[src/rtl/ecsu_pkg.sv]
// Shared state/visibility encodings and the severity ordering helper
// for the environmental control and safety unit.
package ecsu_pkg;

    typedef enum logic [1:0] {
        ST_CLEAR   = 2'b00,
        ST_CAUTION = 2'b01,
        ST_SEVERE  = 2'b10,
        ST_EMERG   = 2'b11
    } ecsu_state_e;

    localparam logic [1:0] VIS_GOOD    = 2'b00;
    localparam logic [1:0] VIS_REDUCED = 2'b01;
    localparam logic [1:0] VIS_POOR    = 2'b10;
    localparam logic [1:0] VIS_ZERO    = 2'b11;

    // Encodings are ordered by severity, so a numeric compare ranks them.
    function automatic logic sev_higher(input ecsu_state_e a, input ecsu_state_e b);
        return (a > b);
    endfunction

endpackage

[src/rtl/ecsu_persist_filter.sv]
// Persistence (debounce) filter: a candidate must repeat for N consecutive
// edges before it fires; a bypass request fires immediately.
module ecsu_persist_filter
    import ecsu_pkg::*;
#(
    parameter int CNT_W = 4
) (
    input  logic             CLK,
    input  logic             RST,
    input  ecsu_state_e      i_cand,
    input  ecsu_state_e      i_state,
    input  logic [CNT_W-1:0] i_n,
    input  logic             i_bypass,
    output logic             o_fire
);

    ecsu_state_e      r_cand;
    logic [CNT_W-1:0] r_cnt;
    logic [CNT_W:0]   w_run;
    logic             w_same;

    // Run length of the current candidate and the fire decision.
    always_comb begin
        w_same = (i_cand == i_state);
        if (i_cand == r_cand) begin
            w_run = {1'b0, r_cnt} + {{CNT_W{1'b0}}, 1'b1};
        end else begin
            w_run = {{CNT_W{1'b0}}, 1'b1};
        end
        o_fire = !w_same && (i_bypass || (w_run >= {1'b0, i_n}));
    end

    // Candidate history and run counter; cleared on settle or on firing.
    always_ff @(posedge CLK or negedge RST) begin
        if (!RST) begin
            r_cand <= ST_CLEAR;
            r_cnt  <= {CNT_W{1'b0}};
        end else begin
            r_cand <= i_cand;
            if (w_same || o_fire) begin
                r_cnt <= {CNT_W{1'b0}};
            end else begin
                r_cnt <= w_run[CNT_W-1:0];
            end
        end
    end

endmodule

[src/rtl/ecsu_filtered.sv]
// Environmental control and safety unit: classifies weather into four
// escalating states with debounced transitions and acknowledged exit from EMERGENCY.
module ecsu_filtered
    import ecsu_pkg::*;
#(
    parameter int WIND_W       = 6,
    parameter int TEMP_W       = 8,
    parameter int WIND_CAUTION = 10,
    parameter int WIND_SEVERE  = 15,
    parameter int WIND_EMERG   = 20,
    parameter int TEMP_SEVERE  = 35,
    parameter int TEMP_EMERG   = 40,
    parameter int PERSIST_CYC  = 4,
    parameter int RECOVER_CYC  = 8,
    parameter int DWELL_W      = 16
) (
    input  logic               CLK,
    input  logic               RST,
    input  logic               thunderstorm,
    input  logic [WIND_W-1:0]  wind,
    input  logic [1:0]         visibility,
    input  logic [TEMP_W-1:0]  temperature,
    input  logic               ack,
    output logic [1:0]         ECSU_state,
    output logic               severe_weather,
    output logic               emergency_landing_alert,
    output logic               state_change,
    output logic [DWELL_W-1:0] dwell_count
);

    localparam int CNT_MAX = (PERSIST_CYC > RECOVER_CYC) ? PERSIST_CYC : RECOVER_CYC;
    localparam int CNT_W   = $clog2(CNT_MAX + 1);
    localparam int TW1     = TEMP_W + 1;

    localparam logic [CNT_W-1:0]   L_PERSIST   = CNT_W'(PERSIST_CYC);
    localparam logic [CNT_W-1:0]   L_RECOVER   = CNT_W'(RECOVER_CYC);
    localparam logic [WIND_W-1:0]  L_WIND_CAU  = WIND_W'(WIND_CAUTION);
    localparam logic [WIND_W-1:0]  L_WIND_SEV  = WIND_W'(WIND_SEVERE);
    localparam logic [WIND_W-1:0]  L_WIND_EMG  = WIND_W'(WIND_EMERG);
    localparam logic signed [TEMP_W:0] L_TEMP_SEV = TW1'(TEMP_SEVERE);
    localparam logic signed [TEMP_W:0] L_TEMP_EMG = TW1'(TEMP_EMERG);
    localparam logic [DWELL_W-1:0] L_DWELL_MAX = {DWELL_W{1'b1}};

    ecsu_state_e        r_state;
    logic               r_state_change;
    logic [DWELL_W-1:0] r_dwell;

    ecsu_state_e        w_cand;
    ecsu_state_e        w_next;
    logic [CNT_W-1:0]   w_n;
    logic               w_bypass;
    logic               w_fire;
    logic signed [TEMP_W:0] w_temp;
    logic               w_sev;
    logic               w_emg;
    logic               w_cau;
    logic               w_calm;
    logic               w_relax;
    logic               w_wind_low;

    // One extra bit keeps -T representable for the signed band checks.
    assign w_temp     = {temperature[TEMP_W-1], temperature};
    assign w_wind_low = (wind <= L_WIND_CAU);
    assign w_sev   = (wind > L_WIND_SEV) || (visibility == VIS_ZERO) || thunderstorm
                   || (w_temp > L_TEMP_SEV) || (w_temp < -L_TEMP_SEV);
    assign w_emg   = (wind > L_WIND_EMG) || (w_temp > L_TEMP_EMG) || (w_temp < -L_TEMP_EMG);
    assign w_cau   = !w_sev && !w_wind_low && (visibility != VIS_GOOD);
    assign w_calm  = !w_sev && w_wind_low && (visibility == VIS_GOOD);
    assign w_relax = !w_sev && w_wind_low && (visibility <= VIS_REDUCED);

    // Candidate target per state, filter threshold and acknowledge bypass.
    always_comb begin
        w_cand   = ST_CLEAR;
        w_bypass = 1'b0;
        w_n      = L_RECOVER;
        case (r_state)
            ST_CLEAR: begin
                if (w_sev)      w_cand = ST_SEVERE;
                else if (w_cau) w_cand = ST_CAUTION;
                else            w_cand = ST_CLEAR;
            end
            ST_CAUTION: begin
                if (w_sev)       w_cand = ST_SEVERE;
                else if (w_calm) w_cand = ST_CLEAR;
                else             w_cand = ST_CAUTION;
            end
            ST_SEVERE: begin
                if (w_emg)        w_cand = ST_EMERG;
                else if (w_relax) w_cand = ST_CAUTION;
                else              w_cand = ST_SEVERE;
            end
            ST_EMERG: begin
                if (ack && !w_sev) begin
                    w_cand   = ST_CAUTION;
                    w_bypass = 1'b1;
                end else begin
                    w_cand   = ST_EMERG;
                end
            end
            default: w_cand = ST_CLEAR;
        endcase
        if (sev_higher(w_cand, r_state)) w_n = L_PERSIST;
        else                             w_n = L_RECOVER;
    end

    ecsu_persist_filter #(
        .CNT_W(CNT_W)
    ) u_filter (
        .CLK      (CLK),
        .RST      (RST),
        .i_cand   (w_cand),
        .i_state  (r_state),
        .i_n      (w_n),
        .i_bypass (w_bypass),
        .o_fire   (w_fire)
    );

    assign w_next = w_fire ? w_cand : r_state;

    // State, transition pulse and saturating dwell counter.
    always_ff @(posedge CLK or negedge RST) begin
        if (!RST) begin
            r_state        <= ST_CLEAR;
            r_state_change <= 1'b0;
            r_dwell        <= {DWELL_W{1'b0}};
        end else begin
            r_state        <= w_next;
            r_state_change <= (w_next != r_state);
            if (w_next != r_state) begin
                r_dwell <= {DWELL_W{1'b0}};
            end else if (r_dwell != L_DWELL_MAX) begin
                r_dwell <= r_dwell + {{(DWELL_W-1){1'b0}}, 1'b1};
            end else begin
                r_dwell <= r_dwell;
            end
        end
    end

    assign ECSU_state              = r_state;
    assign severe_weather          = r_state[1];
    assign emergency_landing_alert = (r_state == ST_EMERG);
    assign state_change            = r_state_change;
    assign dwell_count             = r_dwell;

endmodule

[config.mk]
export PLATFORM = sky130hd
export DESIGN_NAME = ecsu_filtered
export DESIGN_NICKNAME = d
export VERILOG_FILES = /design/src/rtl/ecsu_pkg.sv /design/src/rtl/ecsu_persist_filter.sv /design/src/rtl/ecsu_filtered.sv
export SDC_FILE = /design/constraint.sdc
export NUM_CORES = 1
export LEC_CHECK = 0
export BUFFER_PORTS_ARGS = -buffer_cell sky130_fd_sc_hd__buf_4
export CORE_ASPECT_RATIO = 1.5
export CORE_MARGIN = 4
export CORE_UTILIZATION = 40
export DETAILED_ROUTE_END_ITERATION = 10
export GPL_TIMING_DRIVEN = 1
export PLACE_DENSITY = 0.74
export SYNTH_ARGS = -nofsm -noshare
export SYNTH_HDL_FRONTEND = slang
export SYNTH_SLANG_ARGS = --single-unit
[constraint.sdc]
create_clock -name CLK -period 9.8 [get_ports CLK]
set_clock_uncertainty 0.1 [all_clocks]
set_input_delay 1.96 -clock CLK [delete_from_list [all_inputs] [get_ports CLK]]
set_output_delay 1.96 -clock CLK [all_outputs]
set_load 0.01 [all_outputs]
* Word-level counts from Yosys, hierarchy flattened
Index checks and enable logic that the tools add are counted.
** Operators by class
- Add/sub/neg operators :: 2
- Order comparisons :: 10
- Equality and inequality tests :: 8
- Mux-type cells :: 16
- Reduce and logical (&&, ||, !) cells :: 22
** Operator list (number)
- $mux 16 :: 2
- $add 16x1->16 const B :: 1
- $gt 8x7->1 const B :: 2
- $lt 8x7->1 const B :: 2
- $ne 16x16->1 const B :: 1
- $mux 2 :: 6
- $logic_or 1x1->1 :: 8
- $mux 4 :: 2
- $pmux 2 s4 :: 1
- $logic_and 1x1->1 :: 7
- $eq 2x2->1 const B :: 3
- $gt 6x4->1 const B :: 1
- $gt 6x5->1 const B :: 1
- $le 6x4->1 const B :: 1
- $add 4x1->5 const B :: 1
- $ge 5x4->1 :: 1
- $mux 5 :: 1
- $eq 2x2->1 :: 2
- $logic_not 2->1 :: 2
- $mux 1 :: 4
- $reduce_bool 2->1 :: 2
- $logic_not 1->1 :: 3
- $eq 2x1->1 const B :: 1
- $gt 2x2->1 :: 1
- 2 further kinds :: 2
** Word-level totals
- Flip-flop bits (word level) :: 25
- Bits of input ports :: 20
- Output and inout bits :: 21
- Word-level logic and storage cells :: 63

* Logic depth before layout (Yosys ltp)
Gate-level depths: netlist of the first run.
- Depth in word-level cells :: 19
- Gate-level depth with buffers :: 19
- Gate-level depth less buffers :: 17

* Cells and area by module
A second synthesis of the first run with hierarchy kept.
** Second synthesis, totals
- Cell total of the unflattened synthesis :: 187
- Area total of the unflattened synthesis :: 1800.5 µm²
** Modules (own cells, without submodules)
- ecsu_filtered :: instances 1, cells each 148, area an instance 1395.1 µm², seq. area each 475.5 µm²
- ecsu_persist_filter :: instances 1, cells each 39, area an instance 405.4 µm², seq. area each 150.1 µm²

* Worst setup path after synthesis of the first run
No wires, ideal clock.
- Path type :: input to register
- Start :: in visibility[1]
- End :: reg r_state[1], in the netlist ECSU_state[1]
- Setup time :: 0.125 ns
- Arrival time :: 5.246 ns
- Required time :: 9.575 ns
- Slack :: 4.329 ns
- Stages on the path :: 17
- Buffers on the path :: 1
- Cell sequence :: a2111o_1 a211oi_2 and2_2 a32o_2 inv_1 ha_1 and2_1 clkbuf_1 nor2_1 ha_1 nand4b_1 and2_1 or3_1 mux2i_1 nor3_1 nor3_1 mux2_2
** On the way
- Longest elaborated chain between the ends :: 17
- Elaborated cells on any way between the ends :: 35
- Classes of those cells :: order compare (3); eq/ne (3); mux (13); reduce/logical (16)
** Ends and longest elaborated chain
- start, declared :: RTL line ecsu_filtered.sv:21 : input logic [1:0] visibility,
- $eq 2x2->1 :: RTL line ecsu_filtered.sv:64 : assign w_sev = (wind > L_WIND_SEV) || (visibility == VIS_ZERO) || thunderstorm
- $logic_or 1x1->1 (2 in series) :: RTL line ecsu_filtered.sv:64
- $logic_or 1x1->1 (2 in series) :: RTL line ecsu_filtered.sv:65 : || (w_temp > L_TEMP_SEV) || (w_temp < -L_TEMP_SEV);
- $logic_not 1->1 :: RTL line ecsu_filtered.sv:67, ecsu_filtered.sv:68, ecsu_filtered.sv:69
- $logic_and 1x1->1 (on tied branches) :: RTL line ecsu_filtered.sv:68, ecsu_filtered.sv:69, ecsu_filtered.sv:67
- $logic_and 1x1->1 (on tied branches) :: RTL line ecsu_filtered.sv:69, ecsu_filtered.sv:67, ecsu_filtered.sv:68
- $mux 2, or another cell as far along :: RTL line ecsu_filtered.sv:89 : else if (w_relax) w_cand = ST_CAUTION;
- $mux 2 (on tied branches) :: RTL line ecsu_filtered.sv:88, ecsu_filtered.sv:78, ecsu_filtered.sv:83
- $pmux 2 s4 (*) :: RTL line ecsu_filtered.sv:76 : case (r_state)
- via u_filter.i_cand[0] :: RTL line ecsu_persist_filter.sv:10 : input ecsu_state_e i_cand,
- $gt 2x2->1 or $eq 2x2->1 (tied branches) :: RTL line ecsu_pkg.sv:19, ecsu_persist_filter.sv:25
- $mux 4 or $mux 5 (tied branches) :: RTL line ecsu_filtered.sv:102, ecsu_persist_filter.sv:25
- $ge 5x4->1 :: RTL line ecsu_persist_filter.sv:30 : o_fire = !w_same && (i_bypass || (w_run >= {1'b0, i_n}));
- $logic_or 1x1->1 :: RTL line ecsu_persist_filter.sv:30
- $logic_and 1x1->1 (*) :: RTL line ecsu_persist_filter.sv:30
- $mux 2 (*) :: RTL line ecsu_filtered.sv:118 : assign w_next = w_fire ? w_cand : r_state;
- via w_next[1] :: RTL line ecsu_filtered.sv:49 : ecsu_state_e w_next;
- end signal, assigned :: RTL line ecsu_filtered.sv:127 : r_state <= w_next;
- end, declared :: RTL line ecsu_filtered.sv:44 : ecsu_state_e r_state;
The timed path passes the listed nets; every way through them passes the cells marked *.
A chain may end at the register's enable or synchronous reset.

* Final worst setup path of the first run
- Start :: in visibility[1]
- End :: reg r_dwell[14], in the netlist dwell_count[14]
** On the way
- Longest elaborated chain between the ends :: 19
- Elaborated cells on any way between the ends :: 38
- Classes of those cells :: order compare (3); eq/ne (4); mux (14); reduce/logical (17)
** Ends and longest elaborated chain
- $eq 2x2->1 :: RTL line ecsu_filtered.sv:64
- $logic_or 1x1->1 (2 in series) :: RTL line ecsu_filtered.sv:64
- $logic_or 1x1->1 (2 in series) :: RTL line ecsu_filtered.sv:65
- $logic_not 1->1 :: RTL line ecsu_filtered.sv:67, ecsu_filtered.sv:68, ecsu_filtered.sv:69
- $logic_and 1x1->1 (on tied branches) :: RTL line ecsu_filtered.sv:68, ecsu_filtered.sv:69, ecsu_filtered.sv:67
- $logic_and 1x1->1 (on tied branches) :: RTL line ecsu_filtered.sv:69, ecsu_filtered.sv:67, ecsu_filtered.sv:68
- $mux 2, or another cell as far along :: RTL line ecsu_filtered.sv:89
- $mux 2 (on tied branches) :: RTL line ecsu_filtered.sv:88, ecsu_filtered.sv:78, ecsu_filtered.sv:83
- (+1 left out)
- via u_filter.i_cand[0] :: RTL line ecsu_persist_filter.sv:10
- $gt 2x2->1 or $eq 2x2->1 (tied branches) :: RTL line ecsu_pkg.sv:19, ecsu_persist_filter.sv:25
- $mux 4 or $mux 5 (tied branches) :: RTL line ecsu_filtered.sv:102, ecsu_persist_filter.sv:25
- $ge 5x4->1 :: RTL line ecsu_persist_filter.sv:30
- $logic_or 1x1->1 :: RTL line ecsu_persist_filter.sv:30
- $logic_and 1x1->1 :: RTL line ecsu_persist_filter.sv:30
- $mux 2 (*) :: RTL line ecsu_filtered.sv:118
- $ne 2x2->1 (*) :: RTL line ecsu_filtered.sv:129 : if (w_next != r_state) begin
- $mux 16 or $reduce_bool 2->1 (tied branches)
- end signal, assigned :: RTL line ecsu_filtered.sv:130 : r_dwell <= {DWELL_W{1'b0}};
- end signal, assigned :: RTL line ecsu_filtered.sv:132 : r_dwell <= r_dwell + {{(DWELL_W-1){1'b0}}, 1'b1};
- end signal, assigned :: RTL line ecsu_filtered.sv:134 : r_dwell <= r_dwell;
- end, declared :: RTL line ecsu_filtered.sv:46 : logic [DWELL_W-1:0] r_dwell;
Marks and branches as above.

==> results of run 1 <==
[path summary, 6_finish.rpt]
check	startpoint	depth (start not counted)	slack, ns	endpoint
max in group asynchronous	RST	1	7.88	dwell_count[9]
worst max register to register	ECSU_state[0]	16	5.76	dwell_count[14]
worst min-delay path	dwell_count[8]	1	0.45	dwell_count[8]
min in group asynchronous	RST	1	1.47	dwell_count[4]
worst min register to register	dwell_count[8]	1	0.45	dwell_count[8]
worst max-delay path	visibility[1]	17	4.18	dwell_count[14]
[state kept, by name (all words and copies together) (netlist names)]
register,flops
ECSU_state,2
u_filter.r_cnt,4
state_change,1
dwell_count,16
u_filter.r_cand,2
[logic make-up after synthesis]
logic type	share of synthesized area [%]
and+or+nand+nor	27.69
AOI/OAI and AO/OA	18.44
DFF	36.15
xor gates and xnor gates	8.098
buffers and inverters	3.471
adders and majority gates	4.338
muxes	1.808
[cells in the final DEF, fill, tap and decap left out, drive strengths merged, types with 2 or more instances in the layout]
cell type	Yosys	final
o31ai	2	2
nand4	5	5
mux2i	2	2
nor3	13	13
or3	3	3
a311oi	2	2
nand2	20	20
and3	6	6
a21oi	7	7
nand3	9	9
nor4	2	2
o21ai	9	9
clkbuf	3	3
xor2	11	11
and2	4	4
nor2	26	26
dfrtp	25	25
inv	8	8
buf	2	40
xnor2	5	5
ha	6	6
[layer usage]
layer	global-route usage, %	up-vias	part of all wire, %
met3	1.460	10	4.0
met4	8.687	0	3.2
met1	19.87	734	39
met5	0	-	0
met2	27.17	41	54
li1	-	793	-
[power breakdown]
part           switching (W)  internal (W)   total, W
clock              0.0000315     0.0000287  0.0000602
sequential         0.0000530      0.000142   0.000195
combinational       0.000201      0.000165   0.000366
total               0.000285      0.000336   0.000621
[synthesized netlist by cell type (2+ instances only)]
cell type	count	share of area [%]
nor3_1	12	3.5
dfrtp_1	25	36
inv_1	8	1.7
o21ai_0	8	2.3
and2_1	3	1.1
ha_1	6	4.3
nand4_1	5	1.8
or3_1	2	0.72
xnor2_1	5	2.5
a311oi_1	2	1.0
a21oi_1	7	2.0
clkbuf_1	3	0.65
xor2_1	11	5.6
nand3_1	9	2.6
mux2i_1	2	1.2
nand2_1	20	4.3
and3_1	6	2.2
nor4_1	2	0.72
nor2_1	26	5.6
[stage by stage]
stage | area (µm²) | utilization, %
after floorplan | 1730 | -
after global placement | 2058 | 48.90
after detailed placement | 2058 | 48.90
after CTS | 2107 | 50.06
after global routing | 2107 | 50.06
final | 2107 | 50.06
[critical path, delay by kind of cell]
kind            cells  cell delay [ns]
simple gates        9             1.94
compound gates      3             0.82
fa+ha+maj           2             0.59
buf+inv             2             0.19
mux                 1             0.13
[cell type report]
class / count / area (µm²) / share of cell area, %
Multi-Input combinational cell: 159 / 1045 / 49.58
Sequential cell: 25 / 625.6 / 29.69
Timing Repair Buffer: 40 / 300.3 / 14.25
Clock inverter: 1 / 7.507 / 0.3563
Tap cell: 46 / 57.56 / 2.732
Inverter: 8 / 30.03 / 1.425
Clock buffer: 3 / 41.29 / 1.960
==> results.cfg, run 1 <==
[cells_and_area]
layout-drive-gt1-share_pct = 22.46
n_fill_cell = 417
area_growth_pct = 21.76
final_cells = 282
antennaDiodeCount = 0
final_nets = 263

[setup_path]
critPathLaunchType = input pin
slowest_delay_ns = 0.57
path_cells = buf_4, a2111o_1, a211oi_2, and2_2, a32o_2, inv_1, ha_1, and2_1, nor2_1, ha_1, nand4b_1, and2_1, or3_1, mux2i_1, nor3_1, nor3_4, nor3_1
crit_path_top_delay_cell = nor3_4
crit_fanout = 17
end_kind = flop
worstPathRequired_ns = 9.83
critPathKind = in2reg
cp.arrival_ns = 5.66

[pwr]
p_total_w = 0.0006211
power.leakage_nw = 0.9791
p_per_area_nw_per_um2 = 294.8
peakVddDrop_v = 0.0001716

[logic_synthesis]
yosys_warnings = 0
synth_flop_cell = dfrtp_1
async_reset_ff_share_pct = 100.0
synth_edf_count = 0
syn_nets = 223
yosysSeqAreaShare_pct = 36.15
netlist-cell-type-count = 54
ys_seq_elements = 25
syn-mean-instance-area_um2 = 8.784
netlist_instances = 197
synth_area_um2 = 1730

[die]
die_area_um2 = 5464
chipHeight_um = 88.56
core_um2 = 4209
rows = 29
initial_core_util_pct = 41.11
num_io_pins = 41
die_w_um = 61.71

[timing]
rsz0062_at_grt = no
period_minus_slack_ns = 5.624
finalSetupViolations = 0
slew_headroom_pct = 54.68
fin_setup_tns_ns = 0
max_freq_mhz = 177.8
holdWs_ns = 0.4508
finalMaxSlewViolations = 0
worst_slew_pin_slew_ns = 0.6736
period_share_pct = 57.39
hold_viol = 0
fin_ws_ns = 4.176

[clocking]
cts_resized = 0
cts_tree = done
cts_max_path_buffers = 2
cts_root_buffer = clkbuf_8
ctsHtreeMaxLevel = 1
clk_transition_reported_paths_ns = 0.09
cts.sinks = 25
clk_latency_ns = 0.26
cts_setup_buffers = 0
hold_buffers = 0
numCtsBuffers = 3

[placed_design]
dp_cells = 278
post-place-ws_ns = 3.889
place_hpwl_um = 3184
gp_congestion = 0.8694
io_buffers = 40

[drt]
drc = 0
vias_per_cell = 5.596
drtIter0Drc = 54
drt_first_pass_iters = 4
vias = 1578
wl_per_cell_um = 13.98
ant_nets = 0
wl_um = 3942

[status]
status = completed

[global_routing]
grt_pass1_wl_um = 6796
grt_max_degree = 26
gr-total-overflow = 0
grt_pass1_vias = 1545
grt_usage_pct = 16.20
grt_antenna_before_repair = 0

[worst_hold_path]
hold_class = reg2reg

[run]
max_cap_viol_count = 0
No activity file was read; power rests on OpenSTA's default activity.
==> inputs of run 2 (changes only) <==
- PLACE_DENSITY: 0.74 -> 0.77
- clock period: 9.8 -> 5.05 ns (I/O delays scaled with it)
==> run 2 against run 1 <==
Net effect: via count is 1.1% higher; combinational power is 96% higher; register-to-register slack worse by 4.6 ns; critical path type unchanged; final cell count is 0.35% higher; non-clock buffer count is 1 higher; flip-flop and latch count stayed put.
==> results.cfg, run 2 (synthesis results as in run 1) <==
[cells_and_area]
final_nets = 264
layout-drive-gt1-share_pct = 22.78
area_growth_pct = 22.05
largest_register_ffs = 16
antennaDiodeCount = 0
multiInputGateArea_um2 = 1045
n_fill_cell = 418
seqCellArea_um2 = 625.6
finalInstanceArea_um2 = 2112
layout_common_cells = buf_4, nor2_1, dfrtp_1
mostFrequentLayoutCell = buf_4

[placed_design]
gp_congestion = 0.8395
io_buffers = 40
place_hpwl_um = 3184
postPlaceCellArea_um2 = 2066

[clocking]
clk_transition_reported_paths_ns = 0.08
ctsHtreeMaxLevel = 1
cts_root_buffer = clkbuf_8
cts.sinks = 25
cts_resized = 0
hold_buffers = 0
cts_tree = done
numCtsBuffers = 3
cts_max_path_buffers = 2
cts_setup_buffers = 0
clk_latency_ns = 0.26

[die]
rows = 29
chipHeight_um = 88.56
num_io_pins = 41
initial_core_util_pct = 41.11
die_area_um2 = 5464
die_w_um = 61.71
core_um2 = 4209

[drt]
wl_per_cell_um = 13.97
drc = 0
wl_um = 3953
drt_first_pass_iters = 4
vias = 1596
drtIter0Drc = 54
vias_per_cell = 5.640
ant_nets = 0

[timing]
slew_headroom_pct = 54.50
max_freq_mhz = 218.7
period_minus_slack_ns = 4.572
fin_setup_tns_ns = 0
worst_slew_pin_slew_ns = 0.6763
finalSetupViolations = 0
rsz0062_at_grt = no
finalMaxSlewViolations = 0
hold_viol = 0
period_share_pct = 90.54

[global_routing]
global_route.usage.met3_pct = 1.460
met1_usage_pct = 18.12
busiest_layer = met2
gr-total-overflow = 0
grt_pass1_vias = 1601
grt_usage_pct = 16.27
grt_pass1_wl_um = 6865
grt_max_degree = 26
grtUsageMet2_pct = 29.93
grt_antenna_before_repair = 0

[setup_path]
critPathLaunchType = input pin
path_buf_inv = 2
end_kind = flop
critPathKind = in2reg
worstPathRequired_ns = 5.11
cp.arrival_ns = 4.63
cp_top_family = simple AND/OR/NAND/NOR gates
crit_path_top_delay_cell = a2111o_1
slowest_delay_ns = 0.42
crit_fanout = 6
path_cells = buf_4, a2111o_1, a211oi_2, and2_2, a32o_2, inv_1, ha_1, and2_1, nor2_1, ha_1, nand4b_1, and2_1, or3_1, mux2i_1, nor3_1, nor3_1, mux2_2

[pwr]
p_per_area_nw_per_um2 = 575.8
peakVddDrop_v = 0.0003199
power.leakage_nw = 0.9882

[worst_hold_path]
hold_class = reg2reg

[status]
status = completed

[run]
max_cap_viol_count = 0
## run 2: cell types whose count changed in the layout (fill, tap and decap cells not counted)
cell,change
clkinvlp_4,-1
buf_4,+1
clkinv_2,+1
## run 2: final timing paths
check                                from        endpoint  slack [ns]  cells after the start
hold reg to reg            dwell_count[8]  dwell_count[8]        0.44                      1
min in group asynchronous             RST  dwell_count[5]        0.53                      1
max in group asynchronous             RST  dwell_count[6]        4.08                      1
setup / recovery            visibility[1]   ECSU_state[1]        0.48                     17
setup reg to reg            ECSU_state[0]   ECSU_state[1]        1.12                     16
hold / removal             dwell_count[8]  dwell_count[8]        0.44                      1
## run 2: power breakdown
part	switching (W)	internal, W
Sequential	0.000105	0.000275
Combinational	0.000391	0.000329
Clock	0.0000619	0.0000551
## run 2: final cells by class
class | instances | share of cell area, %
multi-input combinational | 159 | 49.47
sequential | 25 | 29.62
timing repair buffer | 41 | 14.57
tap | 46 | 2.725
clock buffer | 3 | 1.955
inverter | 8 | 1.422
clock inverter | 1 | 0.2370
## run 2: metrics by stage
step	hold WS, ns	std cells	setup WS [ns]	utilization, %	power, W
final	0.4418	283	0.4775	50.18	0.001216
after global routing	0.4632	283	0.1790	50.18	0.001331
after CTS	0.4359	283	0.4839	50.18	0.001224
after detailed placement	0.4241	279	0.1994	49.08	0.001104
after global placement	0.4108	279	0.3247	49.08	0.001083
after floorplan	0.4442	197	0.5290	-	0.0008701
## run 2: metal layers
layer	vias up	share of wire [%]	routed length, µm
li1	791	-	-
met1	752	39	1546
met2	45	55	2185
met3	8	3.5	140
met4	0	2.0	81
met5	-	0	0
